==> src/rtl/onehot_grant_pkg.sv <==
// Shared types and constants for the one-hot grant decoder slice.
package onehot_grant_pkg;

  localparam int DEF_N       = 4;
  localparam int DEF_IDXW    = 2;
  localparam int DEF_TIMEOUT = 15;

  typedef enum logic [1:0] {
    IDLE    = 2'd0,
    GRANT   = 2'd1,
    RELEASE = 2'd2
  } state_t;

  // Counter width able to hold 0..timeout; never narrower than one bit.
  function automatic int timer_w(input int timeout);
    int w;
    w = $clog2(timeout + 1);
    return (w < 1) ? 1 : w;
  endfunction

endpackage

==> src/rtl/onehot_grant_decoder_timer.sv <==
// Saturating hold timer: cleared outside a grant, counts while a grant is
// live, and flags the cycle on which the grant must be forcibly released.
module grant_timer
  import onehot_grant_pkg::*;
#(
  parameter int TIMEOUT = DEF_TIMEOUT
) (
  input  logic clk,
  input  logic rst_n,
  input  logic clr,
  input  logic en,
  output logic expired
);

  localparam int TW = timer_w(TIMEOUT);

  logic [TW-1:0] count;

  // Count up while enabled, stick at all-ones, restart on clear.
  always_ff @(posedge clk or negedge rst_n) begin
    if (!rst_n) begin
      count <= '0;
    end else if (clr) begin
      count <= '0;
    end else if (en && (count != '1)) begin
      count <= count + 1'b1;
    end
  end

  generate
    if (TIMEOUT > 0) begin : g_expiry
      // The last allowed hold cycle is the one where count reaches TIMEOUT-1.
      localparam logic [TW-1:0] EXP_AT = TW'(TIMEOUT - 1);
      assign expired = en && (count == EXP_AT);
    end else begin : g_no_expiry
      assign expired = 1'b0;
    end
  endgenerate

endmodule

==> src/rtl/onehot_grant_decoder.sv <==
// Expands an encoded requester index into a registered one-hot grant, holds
// it until the granted requester acks or the hold timer expires, then forces
// one dead cycle before the next index can be accepted.
module onehot_grant_decoder
  import onehot_grant_pkg::*;
#(
  parameter int N       = DEF_N,
  parameter int IDXW    = DEF_IDXW,
  parameter int TIMEOUT = DEF_TIMEOUT
) (
  input  logic            clk,
  input  logic            rst_n,
  input  logic [IDXW-1:0] idx_in,
  input  logic            idx_valid,
  output logic            idx_ready,
  input  logic [N-1:0]    ack,
  output logic [N-1:0]    grant,
  output logic            grant_valid,
  output logic            timeout_err,
  output logic            busy
);

  localparam bit IDX_FULL = (N == (1 << IDXW));

  state_t        state;
  state_t        state_nxt;
  logic          idx_ok;
  logic          accept;
  logic          ack_hit;
  logic          expired;
  logic          release_now;
  logic [N-1:0]  onehot;

  // Only indices that name a real requester are accepted; when the index
  // space is exactly N wide every code is legal.
  generate
    if (IDX_FULL) begin : g_idx_full
      assign idx_ok = 1'b1;
    end else begin : g_idx_range
      assign idx_ok = (32'(idx_in) < 32'(N));
    end
  endgenerate

  assign onehot      = {{(N-1){1'b0}}, 1'b1} << idx_in;
  assign accept      = idx_valid && idx_ready && idx_ok;
  assign ack_hit     = |(ack & grant);
  assign release_now = (state == GRANT) && (ack_hit || expired);
  assign grant_valid = |grant;

  grant_timer #(
    .TIMEOUT (TIMEOUT)
  ) u_timer (
    .clk     (clk),
    .rst_n   (rst_n),
    .clr     (state != GRANT),
    .en      (state == GRANT),
    .expired (expired)
  );

  // State register.
  always_ff @(posedge clk or negedge rst_n) begin
    if (!rst_n) begin
      state <= IDLE;
    end else begin
      state <= state_nxt;
    end
  end

  // Next-state: accept -> hold -> one dead cycle -> back to idle.
  always_comb begin
    state_nxt = state;
    case (state)
      IDLE:    if (accept)      state_nxt = GRANT;
      GRANT:   if (release_now) state_nxt = RELEASE;
      RELEASE:                  state_nxt = IDLE;
      default:                  state_nxt = IDLE;
    endcase
  end

  // Moore handshake outputs.
  always_comb begin
    idx_ready = (state == IDLE);
    busy      = (state != IDLE);
  end

  // One-hot grant register; async reset drops a live grant immediately.
  always_ff @(posedge clk or negedge rst_n) begin
    if (!rst_n) begin
      grant <= '0;
    end else if (accept) begin
      grant <= onehot;
    end else if (release_now) begin
      grant <= '0;
    end
  end

  // Forced-release pulse; a matching ack on the expiry cycle suppresses it.
  always_ff @(posedge clk or negedge rst_n) begin
    if (!rst_n) begin
      timeout_err <= 1'b0;
    end else begin
      timeout_err <= (state == GRANT) && expired && !ack_hit;
    end
  end

endmodule

==> config.mk <==
export PLATFORM = sky130hd
export DESIGN_NAME = onehot_grant_decoder
export DESIGN_NICKNAME = d
export VERILOG_FILES = /design/src/rtl/onehot_grant_pkg.sv /design/src/rtl/onehot_grant_decoder_timer.sv /design/src/rtl/onehot_grant_decoder.sv
export SDC_FILE = /design/constraint.sdc
export NUM_CORES = 1
export LEC_CHECK = 0
export CAP_MARGIN = 15
export CELL_PAD_IN_SITES_DETAIL_PLACEMENT = 1
export CELL_PAD_IN_SITES_GLOBAL_PLACEMENT = 1
export CORE_UTILIZATION = 31
export DETAILED_ROUTE_END_ITERATION = 12
export MAX_ROUTING_LAYER = met4
export PLACE_DENSITY = 0.77
export SETUP_SLACK_MARGIN = 0.05
export SYNTH_ARGS = -nofsm -noshare
export SYNTH_HDL_FRONTEND = slang
export SYNTH_SLANG_ARGS = --single-unit
==> constraint.sdc <==
create_clock -name clk -period 1.37 [get_ports clk]
set_clock_uncertainty 0.1 [all_clocks]
set_input_delay 0.3425 -clock clk [delete_from_list [all_inputs] [get_ports clk]]
set_output_delay 0.3425 -clock clk [all_outputs]
set_load 0.01 [all_outputs]
# After elaboration in Yosys (flattened, before gate mapping)
# Cells that the tools add are included.
# word_totals
regBits,11
word_cells,35
inputBits,9
out_inout_bits,8
# op_classes
addsub,1
n_eq_ne,6
n_bitwise,1
reduce_logical,15
shifts,1
mux,7
# op_table
cell,n
two-way mux 4 bit,4
OR reduction 4 bit,2
logical AND 1 bit,6
nonzero test 2 bit,3
"adder 4 x 1 -> 4 bit, second input constant",1
AND 4 bit,1
"equality test 4 bit, second input constant",1
two-way mux 2 bit,2
"inequality test 2 x 1 -> 1 bit, second input constant",2
"inequality test 4 bit, second input constant",1
case mux 2 bit (2 select lines),1
"<< shifter 1 x 2 -> 4 bit, first input constant",1
"equality test 2 x 1 -> 1 bit, second input constant",1
logical NOT 2 bit,1
"inequality test 2 bit, second input constant",1
AND reduction 2 bit,1
logical NOT 1 bit,1
logical OR 1 bit,1

# Logic depth before layout (Yosys ltp)
# logic_depth
depth_word,6
depth_mapped,5
depth_no_buf,5

# Modules after synthesis
# From an unflattened synthesis, not the netlist that was laid out.
# hier_totals
hier_cells,61
area_unflattened_um2,624.3
# modules_own_cells
mod,cells_per_inst,seq_area_each_um2,area_per_inst_um2,instances
onehot_grant_decoder,38,175.2,364.1,1
grant_timer,23,100.1,260.2,1

# Worst setup path after synthesis
# No wires, ideal clock.
# synth_timing
kind,flip-flop to output port
startpoint,reg grant[0]
endpoint,out grant_valid
arrival_time_ps,1015
n_path_buf,0
path_stages_with_launch,2
setup_slack_ps,-87
required_ps,928
path_cell_list,dfrtp_1 -> or4_1
# synth_between
elab_chain_cells,1
# synth_lines
item,line_no,text
from (decl),onehot_grant_decoder.sv:17,"output logic [N-1:0] grant,"
from (signal assigned),onehot_grant_decoder.sv:91,grant <= onehot;
OR reduction 4 bit,onehot_grant_decoder.sv:48,assign grant_valid = |grant;
to (decl),onehot_grant_decoder.sv:18,"output logic grant_valid,"
# No other way between the ends.

# Worst setup path in the final report
# layout_timing
startpoint,reg grant[3]
endpoint,out grant_valid
# Same word-level chain as after synthesis.

==> results.yml <==
status:
  outcome: "complete, but fails checks"
  violations: "setup timing"
clock_network:
  tritoncts.num_buffers: 3
  cts_tree: "yes"
  clk_latency_ns: 0.27
  postCtsHoldBufs: 0
  clock_sinks: 11
  cts_buffer_depth: 2
  clk_pin_slew_ns: 0.07
  cts_root_buf: "clkbuf_4"
  htree_levels: 1
route:
  met1Wirelength_um: 761
  highest_layer: "met4"
  route.detailed.drc: 0
  postRouteAntennaNets: 0
  via_per_inst: 4.92
  dr.pass1.iters: 3
  drtIter0Drc: 3
  wl_met2_mm: 1.10
  wl_per_cell_um: 15.6
  wl_mm: 1.92
  via_count: 605
  route.met3.wl_um: 45
final_layout:
  fillers: 201
  drive_above_1_share_pct: 56.1
  stdcell_count: 123
  diodes: 0
  area_delta_synth_final_pct: 82.9
  finish.utilization_pct: 62.3
  finalNetCount: 110
power_and_ir_drop:
  p_switching_mw: 0.888
  pwr-share-comb_pct: 67.5
  p_seq_share_pct: 22.8
  power_frac_clock_pct: 9.8
  vdd_ir_drop_max_mv: 0.979
  p_int_mw: 1.44
  power_leakage_nw: 0.464
  power_density_nw_per_um2: 2120
  p_sw_share_pct: 38.2
die:
  core_sq_um: 1760
  fp.dieH_um: 46.0
  die_w_um: 46.0
  num_rows: 15
  ios: 17
  die-area_sq_um: 2120
  initial_core_util_pct: 34.0
yosys:
  synth_cell_type_count: 25
  ys_ff_latch: 11
  yosysWarnings: 0
  yosysMostFrequentCell: "dfrtp_1"
  synth-main-ff-cell: "dfrtp_1"
  synth_edf_count: 0
  seq_area_frac_synth_pct: 45.8
  synth_top_cell_area_share_pct: 45.8
  synthTopCellsByArea: "dfrtp_1, nand3_1, a22oi_2"
  ys_top_cells_by_count: "dfrtp_1, nand3_1, nand2_1"
  synthesis.area_sq_um: 601
  netlist_instances: 58
  yosys.area.top_type: "dfrtp_1"
  syn_area_per_cell_sq_um: 10.4
  syn_nets: 69
  synthArstFlopShare_pct: 100
global_route:
  grt_pass1_wl_mm: 2.83
  grt_max_degree: 12
  gr-total-overflow: 0
  grt_usage_pct: 19.8
  grt_pass1_vias: 644
  antenna_found_initial: 0
timing:
  setup_slack_ns: -0.396
  tightest_slew_ns: 0.333
  finalSetupViolCount: 8
  fin_crit_sh_pct: 129
  grt_setup_unrepaired: "yes"
  finalHoldViolCount: 0
  drv_slew: 0
  fmax_ghz: 0.566
  fin_crit_ns: 1.77
  slew_headroom_pct: 77.8
  whs_ns: 0.266
hold_path:
  hold_class: "primary input to asynchronous set/reset pin"
setup_path:
  crit_arrival_ns: 1.32
  worstSetupPathType: "flop to primary output"
  crit_start: "grant[3]"
  path_max_fanout: 2
  required_ns: 0.93
  cp-start-kind: "flop"
  worstSetupEndpointType: "primary output"
  reg2reg_depth: 4
  rr_startpoint: "state[1]"
  reg2reg_to: "grant[2]"
  crit_end: "grant_valid"
  rrSetupSlack_ns: -0.06
placement:
  port_buffers: 16
  placed_cells: 112
  pre_cts_ws_ns: -0.454
  hpwl_mm: 1.28
  gp_congestion: 0.721
run:
  drv_cap: 0
==> state kept, by name (all words and copies together) (netlist names) <==
signal,count
state,2
timeout_err,1
grant,4
u_timer.count,4
==> placed cells by master, fill, tap and decap left out, types with 2 or more instances in the layout <==
| master | n |
|---|---|
| o21ai_1 | 3 |
| inv_1 | 3 |
| buf_6 | 13 |
| dfrtp_1 | 10 |
| buf_4 | 13 |
| nor2_1 | 2 |
| clkdlybuf4s50_1 | 7 |
| a211oi_2 | 2 |
| nand3_1 | 6 |
| clkbuf_4 | 3 |
| o221ai_2 | 2 |
| a22oi_2 | 2 |
| nand2_1 | 4 |
| nor2_2 | 2 |
| a22oi_1 | 2 |
| ha_4 | 2 |
==> kinds of logic after synthesis <==
| family | share of synthesized area, % |
|---|---|
| flip-flops | 45.8 |
| XOR/XNOR | 1.46 |
| adder cells (fa/ha/maj) | 4.17 |
| buffers and inverters | 3.12 |
| AO/OA/AOI/OAI | 23.3 |
| AND/OR/NAND/NOR | 22.1 |
==> what timing repair did <==
action	4_1_cts	5_1_grt
setup buffers	7	2
gates resized for setup	47	18
setup endpoints to repair	15	17
hold endpoints to repair	0	0
pin swaps	11	7
gates cloned	0	0
==> final cells by class <==
| cell class | count | area (sq um) | area share, % |
|---|---|---|---|
| Inverter | 5 | 21.3 | 1.94 |
| Tap cell | 25 | 31.3 | 2.85 |
| Timing Repair Buffer | 36 | 333 | 30.3 |
| Multi-Input combinational cell | 42 | 410 | 37.4 |
| Sequential cell | 11 | 277 | 25.2 |
| Clock buffer | 4 | 26.3 | 2.39 |
==> per-stage QoR <==
step / setup TNS, ns / area, sq um / power (mW)
6_report: -0.698 / 1100 / 2.33
5_1_grt: -1.25 / 1100 / 2.48
4_1_cts: -0.780 / 1020 / 2.14
3_5_place_dp: -3.16 / 898 / 1.67
3_3_place_gp: -2.83 / 898 / 1.62
2_1_floorplan: -0.0531 / 609 / 1.06
==> worst min-delay path by stage <==
stage | start | end | slack, ns
final | rst_n | grant[2] | 0.27
after CTS | rst_n | grant[2] | 0.27
after global routing | rst_n | grant[2] | 0.26
after floorplan | rst_n | grant[0] | -0.05
after global placement | u_timer.count[2] | u_timer.count[2] | 0.43
after detailed placement | u_timer.count[2] | u_timer.count[2] | 0.43
==> power by group through the flow <==
stage | Combinational (mW) | Sequential (mW) | Clock [mW]
2_1_floorplan | 0.473 | 0.585 | 0
3_3_place_gp | 1.12 | 0.508 | 0
3_5_place_dp | 1.15 | 0.515 | 0
4_1_cts | 1.40 | 0.511 | 0.229
5_1_grt | 1.69 | 0.540 | 0.253
6_report | 1.57 | 0.529 | 0.227
==> worst max-delay path, stage by stage, from the launching register on <==
cell and delay [ns]:
dfrtp_1 0.39, or4_4 0.53, buf_6 0.13
==> metal layers <==
layer / GRT usage (%) / vias up
li1: - / 298
met1: 23.3 / 295
met2: 34.1 / 10
met3: 3.57 / 2
met4: 5.29 / 0
met5: - / -
(Power assumes the default switching activity.)
